==> src/rtl/rip_axi_arbiter.sv <==
// Two-client line arbiter onto a split AXI-style master: concurrent read and
// write engines, round-robin between fetch and data reads, same-line hazard interlock.
module rip_axi_arbiter #(
    parameter int unsigned ADDR_WIDTH = 32,
    parameter int unsigned DATA_WIDTH = 32,
    parameter int unsigned BURST_LEN  = 2
) (
    input  logic                                  clk,
    input  logic                                  rstn,
    input  logic                                  i_rreq,
    input  logic [ADDR_WIDTH-1:0]                 i_raddr,
    output logic                                  i_rdone,
    input  logic                                  d_rreq,
    input  logic [ADDR_WIDTH-1:0]                 d_raddr,
    output logic                                  d_rdone,
    output logic [DATA_WIDTH*BURST_LEN-1:0]       rdata,
    input  logic                                  d_wreq,
    input  logic [ADDR_WIDTH-1:0]                 d_waddr,
    input  logic [DATA_WIDTH*BURST_LEN-1:0]       d_wdata,
    input  logic [DATA_WIDTH*BURST_LEN/8-1:0]     d_wstrb,
    output logic                                  d_wdone,
    input  logic                                  m_wready,
    output logic [ADDR_WIDTH-1:0]                 m_waddr,
    output logic [DATA_WIDTH*BURST_LEN-1:0]       m_wdata,
    output logic [DATA_WIDTH*BURST_LEN/8-1:0]     m_wstrb,
    output logic                                  m_wvalid,
    input  logic                                  m_wdone,
    input  logic                                  m_rready,
    output logic [ADDR_WIDTH-1:0]                 m_raddr,
    output logic                                  m_rvalid,
    input  logic [DATA_WIDTH*BURST_LEN-1:0]       m_rdata,
    input  logic                                  m_rdone
);

    localparam int unsigned LINE_W = DATA_WIDTH * BURST_LEN;
    localparam int unsigned STRB_W = LINE_W / 8;
    localparam int unsigned OFS    = $clog2(STRB_W);

    typedef enum logic [1:0] {R_IDLE, R_ISSUE, R_WAIT, R_RESP} r_state_e;
    typedef enum logic [1:0] {W_IDLE, W_ISSUE, W_WAIT, W_RESP} w_state_e;

    r_state_e                r_state_q, r_state_d;
    w_state_e                w_state_q, w_state_d;
    logic                    r_is_d_q, r_is_d_d;
    logic                    rr_dfirst_q, rr_dfirst_d;
    logic [ADDR_WIDTH-1:0]   m_raddr_q, m_raddr_d;
    logic                    m_rvalid_q, m_rvalid_d;
    logic [LINE_W-1:0]       rdata_q, rdata_d;
    logic                    i_rdone_q, i_rdone_d;
    logic                    d_rdone_q, d_rdone_d;
    logic [ADDR_WIDTH-1:0]   m_waddr_q, m_waddr_d;
    logic [LINE_W-1:0]       m_wdata_q, m_wdata_d;
    logic [STRB_W-1:0]       m_wstrb_q, m_wstrb_d;
    logic                    m_wvalid_q, m_wvalid_d;
    logic                    d_wdone_q, d_wdone_d;

    logic r_busy_c, w_busy_c, w_grant_c, i_elig_c, d_elig_c, pick_d_c;

    function automatic logic same_line(input logic [ADDR_WIDTH-1:0] a,
                                       input logic [ADDR_WIDTH-1:0] b);
        logic [ADDR_WIDTH-1:0] x;
        x = a ^ b;
        return (x >> OFS) == '0;
    endfunction

    // In-flight lines block the other engine; a same-cycle write grant wins over a read.
    always_comb begin
        r_busy_c  = (r_state_q == R_ISSUE) || (r_state_q == R_WAIT);
        w_busy_c  = (w_state_q == W_ISSUE) || (w_state_q == W_WAIT);
        w_grant_c = (w_state_q == W_IDLE) && m_wready && d_wreq &&
                    !(r_busy_c && same_line(d_waddr, m_raddr_q));
        i_elig_c  = i_rreq &&
                    !(w_busy_c && same_line(i_raddr, m_waddr_q)) &&
                    !(w_grant_c && same_line(i_raddr, d_waddr));
        d_elig_c  = d_rreq &&
                    !(w_busy_c && same_line(d_raddr, m_waddr_q)) &&
                    !(w_grant_c && same_line(d_raddr, d_waddr));
        pick_d_c  = d_elig_c && (!i_elig_c || rr_dfirst_q);
    end

    // Read engine; the round-robin pointer only moves when both readers contend.
    always_comb begin
        r_state_d   = r_state_q;
        r_is_d_d    = r_is_d_q;
        rr_dfirst_d = rr_dfirst_q;
        m_raddr_d   = m_raddr_q;
        rdata_d     = rdata_q;
        m_rvalid_d  = 1'b0;
        i_rdone_d   = 1'b0;
        d_rdone_d   = 1'b0;
        case (r_state_q)
            R_IDLE: begin
                if (m_rready && (i_elig_c || d_elig_c)) begin
                    r_state_d  = R_ISSUE;
                    r_is_d_d   = pick_d_c;
                    m_raddr_d  = pick_d_c ? d_raddr : i_raddr;
                    m_rvalid_d = 1'b1;
                    if (i_elig_c && d_elig_c) begin
                        rr_dfirst_d = !pick_d_c;
                    end
                end
            end
            R_ISSUE: r_state_d = R_WAIT;
            R_WAIT: begin
                if (m_rdone) begin
                    r_state_d = R_RESP;
                    rdata_d   = m_rdata;
                    i_rdone_d = !r_is_d_q;
                    d_rdone_d = r_is_d_q;
                end
            end
            R_RESP:  r_state_d = R_IDLE;
            default: r_state_d = R_IDLE;
        endcase
    end

    // Write engine.
    always_comb begin
        w_state_d  = w_state_q;
        m_waddr_d  = m_waddr_q;
        m_wdata_d  = m_wdata_q;
        m_wstrb_d  = m_wstrb_q;
        m_wvalid_d = 1'b0;
        d_wdone_d  = 1'b0;
        case (w_state_q)
            W_IDLE: begin
                if (w_grant_c) begin
                    w_state_d  = W_ISSUE;
                    m_waddr_d  = d_waddr;
                    m_wdata_d  = d_wdata;
                    m_wstrb_d  = d_wstrb;
                    m_wvalid_d = 1'b1;
                end
            end
            W_ISSUE: w_state_d = W_WAIT;
            W_WAIT: begin
                if (m_wdone) begin
                    w_state_d = W_RESP;
                    d_wdone_d = 1'b1;
                end
            end
            W_RESP:  w_state_d = W_IDLE;
            default: w_state_d = W_IDLE;
        endcase
    end

    always_ff @(posedge clk or negedge rstn) begin
        if (!rstn) begin
            r_state_q   <= R_IDLE;
            w_state_q   <= W_IDLE;
            r_is_d_q    <= 1'b0;
            rr_dfirst_q <= 1'b0;
            m_raddr_q   <= '0;
            m_rvalid_q  <= 1'b0;
            rdata_q     <= '0;
            i_rdone_q   <= 1'b0;
            d_rdone_q   <= 1'b0;
            m_waddr_q   <= '0;
            m_wdata_q   <= '0;
            m_wstrb_q   <= '0;
            m_wvalid_q  <= 1'b0;
            d_wdone_q   <= 1'b0;
        end else begin
            r_state_q   <= r_state_d;
            w_state_q   <= w_state_d;
            r_is_d_q    <= r_is_d_d;
            rr_dfirst_q <= rr_dfirst_d;
            m_raddr_q   <= m_raddr_d;
            m_rvalid_q  <= m_rvalid_d;
            rdata_q     <= rdata_d;
            i_rdone_q   <= i_rdone_d;
            d_rdone_q   <= d_rdone_d;
            m_waddr_q   <= m_waddr_d;
            m_wdata_q   <= m_wdata_d;
            m_wstrb_q   <= m_wstrb_d;
            m_wvalid_q  <= m_wvalid_d;
            d_wdone_q   <= d_wdone_d;
        end
    end

    assign i_rdone  = i_rdone_q;
    assign d_rdone  = d_rdone_q;
    assign d_wdone  = d_wdone_q;
    assign rdata    = rdata_q;
    assign m_raddr  = m_raddr_q;
    assign m_rvalid = m_rvalid_q;
    assign m_waddr  = m_waddr_q;
    assign m_wdata  = m_wdata_q;
    assign m_wstrb  = m_wstrb_q;
    assign m_wvalid = m_wvalid_q;

endmodule

==> config.mk <==
export PLATFORM = sky130hd
export DESIGN_NAME = rip_axi_arbiter
export DESIGN_NICKNAME = d
export VERILOG_FILES = /design/src/rtl/rip_axi_arbiter.sv
export SDC_FILE = /design/constraint.sdc
export NUM_CORES = 1
export LEC_CHECK = 0
export BUFFER_PORTS_ARGS = -buffer_cell sky130_fd_sc_hd__buf_2
export CORE_AREA = 2 2 171 173
export DETAILED_ROUTE_END_ITERATION = 16
export DIE_AREA = 0 0 173 175
export PLACE_DENSITY = 0.74
export REMOVE_ABC_BUFFERS = 1
export SLEW_MARGIN = 5
export SYNTH_ARGS = -nofsm -noshare
export SYNTH_HDL_FRONTEND = slang
export SYNTH_SLANG_ARGS = --single-unit
==> constraint.sdc <==
create_clock -name clk -period 4.99 [get_ports clk]
set_input_delay 0.998 -clock clk [delete_from_list [all_inputs] [get_ports clk]]
set_output_delay 0.998 -clock clk [all_outputs]
set_load 0.05 [all_outputs]
# After elaboration in Yosys (flattened, before gate mapping)
# Index checks and enable logic that the tools add are counted.
totals:
  register_bits: 211
  in_bits: 241
  out_inout_bits: 205
  elab_cells: 86
classes:
  n_eq_ne: 10
  mux: 17
  bitwise_logic: 5
  reduce_logical: 40
ops:
  columns: ["operator", "n"]
  rows:
  - ["$logic_not 32->1", 5]
  - ["$xor 32x32->32", 5]
  - ["$mux 32", 1]
  - ["$pmux 2 s4", 2]
  - ["$logic_and 1x1->1", 15]
  - ["$mux 1", 10]
  - ["$reduce_and 2->1", 5]
  - ["$eq 2x2->1 const B", 4]
  - ["$logic_not 1->1", 8]
  - ["$mux 2", 4]
  - ["$ne 2x2->1 const B", 4]
  - ["$eq 2x1->1 const B", 2]
  - ["$logic_not 2->1", 2]
  - ["$logic_or 1x1->1", 4]
  - ["$reduce_and 3->1", 1]

# Longest topological paths before layout
depth:
  word_depth: 12
  depth_mapped: 11
  ltp_nobuf: 9

# Worst setup path after synthesis
# Ideal clock, no wire load.
synth_timing:
  kind: "in2reg"
  from: "input d_raddr[21]"
  to: "register r_is_d_q"
  setup_time_ns: 0.125
  t_arrival_ns: 2.650
  t_required_ns: 4.865
  path_slack_ns: 2.216
  stages: 9
  path_buffers: 2
  cell_sequence: "xor2_1 -> nor4_1 -> nand3_1 -> o41ai_2 -> a31oi_4 -> a21boi_2 -> buf_6 -> buf_12 -> mux2_2"
synth_between:
  elab_chain_len: 9
  word_cells_on_any_way: 14
  classes_between: "2 x bitwise; 12 x reduce/logical"
synth_lines:
  columns: ["element", "line_no", "source"]
  rows:
  - ["start, declared", "14", "input logic [ADDR_WIDTH-1:0] d_raddr,"]
  - ["$xor 32x32->32", "62", "x = a ^ b;"]
  - ["$logic_not 32->1", "63", "return (x >> OFS) == '0;"]
  - ["$logic_and 1x1->1", "76", "!(w_busy_c && same_line(d_raddr, m_waddr_q)) &&"]
  - ["$logic_not 1->1", "76", null]
  - ["$logic_and 1x1->1", "75", "d_elig_c = d_rreq &&"]
  - ["$logic_and 1x1->1 (*)", "76", null]
  - ["$logic_or 1x1->1", "93", "if (m_rready && (i_elig_c || d_elig_c)) begin"]
  - ["$logic_and 1x1->1", "93", null]
  - ["$reduce_and 2->1 (no source line)", null, null]
  - ["end signal, assigned", "166", "r_is_d_q <= r_is_d_d;"]
  - ["end, declared", "44", "logic r_is_d_q, r_is_d_d;"]
# Mark *: on every way between the ends. The rest lies on a longest branch, timed or not.
# A chain may end at the register's enable or synchronous reset.

# Worst setup path after layout
layout_timing:
  from: "input d_waddr[20]"
  to: "register m_raddr_q[29], in the netlist m_raddr[29]"
layout_between:
  elab_chain_len: 12
  word_cells_on_any_way: 22
  classes_between: "1 x mux; 3 x bitwise; 18 x reduce/logical"
layout_lines:
  columns: ["element", "line_no", "source"]
  rows:
  - ["start, declared", "18", "input logic [ADDR_WIDTH-1:0] d_waddr,"]
  - ["$xor 32x32->32", "62", null]
  - ["$logic_not 32->1", "63", null]
  - ["$logic_and 1x1->1", "71", "!(r_busy_c && same_line(d_waddr, m_raddr_q));"]
  - ["$logic_not 1->1", "71", null]
  - ["$logic_and 1x1->1", "70", "w_grant_c = (w_state_q == W_IDLE) && m_wready && d_wreq &&"]
  - ["$logic_and 1x1->1", "74", "!(w_grant_c && same_line(i_raddr, d_waddr));"]
  - ["$logic_not 1->1", "74", null]
  - ["$logic_and 1x1->1", "73", "!(w_busy_c && same_line(i_raddr, m_waddr_q)) &&"]
  - ["$logic_not 1->1", "78", "pick_d_c = d_elig_c && (!i_elig_c || rr_dfirst_q);"]
  - ["$logic_or 1x1->1", "78", null]
  - ["$logic_and 1x1->1", "78", null]
  - ["$mux 32", "96", "m_raddr_d = pick_d_c ? d_raddr : i_raddr;"]
  - ["end signal, assigned", "168", "m_raddr_q <= m_raddr_d;"]
  - ["end, declared", "46", "logic [ADDR_WIDTH-1:0] m_raddr_q, m_raddr_d;"]
# Parallel ways exist; a longest one is shown, timed or not.

==> summary.log <==
[sta] RSZ-0062 raised after global routing false
[sta] Final Cycle Share 68.8%
[placed_design] routability congestion estimate 0.886
[floorplan] die extent in x 173 um
[route] via count 7647
[cells_and_area] Final Util 47.1%
[route] DRC violations left 0
[hold_path] type of the most critical hold path register to register
[critical_path] reg-to-reg critical path startpoint m_waddr[7]
[floorplan] row count 62
[sta] Min Clock Period, post-route 3.43 ns
[logic_synthesis] netlist area before placement 9840 um^2
[clock_network] buffer depth of the longest clock path 3
[power] leakage dissipation 6.37 nW
[hold_path] cell count of the worst hold path 1
[sta] top achievable clock speed 291 MHz
[floorplan] Core ar. 28400 um^2
[critical_path] top fanout value on the critical path 31
[logic_synthesis] cell type with the highest aggregate area in the netlist sky130_fd_sc_hd__dfrtp_1
[global_route] largest net degree at the start of global routing 119
[critical_path] data required time at the worst endpoint 5.42 ns
[power] Power per Cell Area 823 nW/um^2
[cells_and_area] Final Cell Area 13400 um^2
[critical_path] worst setup path category input port to register
[sta] Max transition margin 37.1%
[global_route] vias in the first global route 8240
[job] count of max-cap constraint violations 0
[sta] hold violation total from the final report 0
[route] DRT Wirelength 31.5 mm
[logic_synthesis] Syn Area/Cell 13.4 um^2
[clock_network] clock tree sinks 211
[logic_synthesis] Cell variety after synth 35
[logic_synthesis] count of warnings emitted by yosys 0
[critical_path] worst reg2reg path depth 9
[logic_synthesis] post-synth top area share 53.6%
[clock_network] CTS tree yes
[clock_network] Clock Root Buffer sky130_fd_sc_hd__clkbuf_16
[floorplan] starting density of the core 34.7%
[outcome] outcome finished clean
[route] routed length per instance 19.9 um
[sta] clk_skew 0.00899 ns
[critical_path] destination of the worst register-to-register timing path m_raddr[29]
[global_route] first-pass GRT wire length 47.7 mm
[global_route] number of antenna violations at the first check in global routing 4
[clock_network] post-CTS setup buffer count 0
[placed_design] post-placement worst setup slack 0.995 ns
[floorplan] die height 175 um
[global_route] Total GRT Usage 20.2%
[clock_network] clock buffers created by TritonCTS 24
[route] number of iterations in the first detailed-routing pass 4
[floorplan] area enclosed by the die boundary 30300 um^2
[global_route] residual overflow from global routing 0
[clock_network] hold bufs inserted after CTS 0
[route] first-iteration detailed-routing DRC count 396
[cells_and_area] ratio of cells with drive above 1 in the final layout 56.1%
[clock_network] register clock-pin slew on the reported worst setup and hold paths 0.06 ns
[logic_synthesis] synth top area cells sky130_fd_sc_hd__dfrtp_1 (54%), sky130_fd_sc_hd__mux2_2 (19%), sky130_fd_sc_hd__xnor2_1 (7.4%)
[sta] final worst hold slack 0.485 ns
[hold_path] end point of the most critical hold path rr_dfirst_q
[sta] setup TNS 0 ns
[clock_network] # resized after CTS 0
[logic_synthesis] #FFs+latches synth 211
[critical_path] element type at the critical path start input port
[clock_network] H-tree levels 1
[sta] total count of max-transition violations in the final report 0
[placed_design] Port-buffer cells 445
[clock_network] clock latency of the later-clocked register in the worst-skew pair 0.51 ns
[logic_synthesis] Post-Syn Instances 734
[hold_path] worst min-delay path startpoint rr_dfirst_q
[sta] Slew @ Worst Pin 0.943 ns
[cells_and_area] Nets 1430
[critical_path] CP Capture Type register
[cells_and_area] leading cell type in the layout, fill and taps excluded sky130_fd_sc_hd__buf_2
[critical_path] register-to-register setup slack 1.79 ns
[sta] final setup margin 1.56 ns
[route] vias per std cell 4.82
[sta] final count of negative-setup-slack endpoints 0
[power] peak supply drop 0.539 mV
[cells_and_area] P&R area growth vs syn 35.8%
[logic_synthesis] share of the yosys chip area belonging to registers 53.6%
[placed_design] final HPWL from detailed placement 24.7 mm
[cells_and_area] Fillers 2627
[cells_and_area] commonest non-fill, non-tap cells in the layout sky130_fd_sc_hd__buf_2 (444), sky130_fd_sc_hd__dfrtp_1 (211), sky130_fd_sc_hd__mux2_2 (170), sky130_fd_sc_hd__xnor2_1 (83), sky130_fd_sc_hd__xor2_1 (63)
[critical_path] data arrival time of the critical path 3.87 ns
[route] Antenna Violating Nets Remaining 0
[placed_design] placed cell area 12500 um^2
[floorplan] Boundary Pins 446
[routing by layer]
metal,vias to the layer above,routed length [um],GRT usage [%]
met5,-,26,0
met4,4,1390,8.90
met3,82,2510,5.53
met2,360,15900,35.6
met1,3722,11700,23.0
li1,3479,-,-
[where the power goes]
group | switching [mW] | total, mW | internal [mW]
Sequential | 0.595 | 3.16 | 2.56
Clock | 0.726 | 1.95 | 1.22
Combinational | 4.24 | 5.89 | 1.65
Total | 5.57 | 11.0 | 5.43
[flip-flops by register name (all words and copies together) (netlist names)]
register and cells:
d_rdone 1, d_wdone 1, i_rdone 1, m_raddr 32
m_rvalid 1, m_waddr 32, m_wdata 64, m_wstrb 8
m_wvalid 1, r_is_d_q 1, r_state_q 2, rdata 64
rr_dfirst_q 1, w_state_q 2
[critical path, cell delays in order]
cell and delay (ns):
sky130_fd_sc_hd__buf_2 0.13, sky130_fd_sc_hd__xor2_1 0.21, sky130_fd_sc_hd__nor4_1 0.49, sky130_fd_sc_hd__nand4_1 0.21
sky130_fd_sc_hd__nor4_2 0.35, sky130_fd_sc_hd__a21oi_2 0.16, sky130_fd_sc_hd__o211ai_4 0.72, sky130_fd_sc_hd__buf_4 0.40
sky130_fd_sc_hd__nand2_1 0.08, sky130_fd_sc_hd__o21ai_1 0.09
[layout make-up]
cell class              count  area (um^2)  share of cell area [%]
flip-flops and latches    211         5280                    39.5
multi-input cells         487         4370                    32.7
clock inverters            13          203                    1.52
diodes                      1         2.50                  0.0187
well taps                 384          480                    3.59
repair buffers            453         2320                    17.4
clock buffers              31          678                    5.07
inverters                   7         26.3                   0.197
[kinds of logic after synthesis]
group / share of synthesized area (%)
multiplexers: 22.7
AND/OR/NAND/NOR: 4.92
AO/OA/AOI/OAI: 2.99
XOR/XNOR: 13.0
flip-flops: 53.6
adder cells (fa/ha/maj): 0.636
buffers and inverters: 2.12
[worst max path at each step]
stage	startpoint	to	slack, ns
after floorplan	d_waddr[6]	r_is_d_q	-0.35
after global placement	d_waddr[20]	m_raddr[9]	1.00
after detailed placement	d_waddr[20]	m_raddr[2]	1.0
after CTS	d_waddr[20]	m_raddr[2]	1.55
after global routing	d_waddr[20]	m_raddr[0]	1.41
final	d_waddr[20]	m_raddr[29]	1.56
[through the flow]
stage | power, mW | std cells
2_1_floorplan | 7.46 | 705
3_3_place_gp | 8.98 | 1542
3_5_place_dp | 9.08 | 1542
4_1_cts | 11.1 | 1586
5_1_grt | 11.5 | 1587
6_report | 11.0 | 1587
[cell usage after synthesis]
library cell               count
sky130_fd_sc_hd__nor3_1        2
sky130_fd_sc_hd__nor4_2        2
sky130_fd_sc_hd__nor4_1       16
sky130_fd_sc_hd__nor2_1        1
sky130_fd_sc_hd__nor2b_1       2
sky130_fd_sc_hd__and3_1        1
sky130_fd_sc_hd__buf_12        3
sky130_fd_sc_hd__mux2_2      170
sky130_fd_sc_hd__a21oi_1       2
sky130_fd_sc_hd__nand3_1       6
sky130_fd_sc_hd__dfrtp_1     211
sky130_fd_sc_hd__a21oi_4       1
sky130_fd_sc_hd__nand2_1      35
sky130_fd_sc_hd__o41ai_2       1
sky130_fd_sc_hd__xnor2_1      83
sky130_fd_sc_hd__nand4_1      22
sky130_fd_sc_hd__xor2_1       63
sky130_fd_sc_hd__buf_6         1
sky130_fd_sc_hd__o32a_1        1
sky130_fd_sc_hd__o21ai_1      32
sky130_fd_sc_hd__a21boi_2      1
sky130_fd_sc_hd__o211ai_2      1
sky130_fd_sc_hd__o41ai_1       1
sky130_fd_sc_hd__a31oi_4       1
sky130_fd_sc_hd__clkbuf_1     15
sky130_fd_sc_hd__nor4_4        1
sky130_fd_sc_hd__mux2i_1      32
sky130_fd_sc_hd__o21ai_0       2
sky130_fd_sc_hd__o22a_1        1
sky130_fd_sc_hd__ha_1          5
sky130_fd_sc_hd__inv_1         7
sky130_fd_sc_hd__and2_1        1
sky130_fd_sc_hd__a21oi_2       1
sky130_fd_sc_hd__buf_4         2
sky130_fd_sc_hd__buf_2         8
Note: power is estimated with default switching activity, not from simulation.
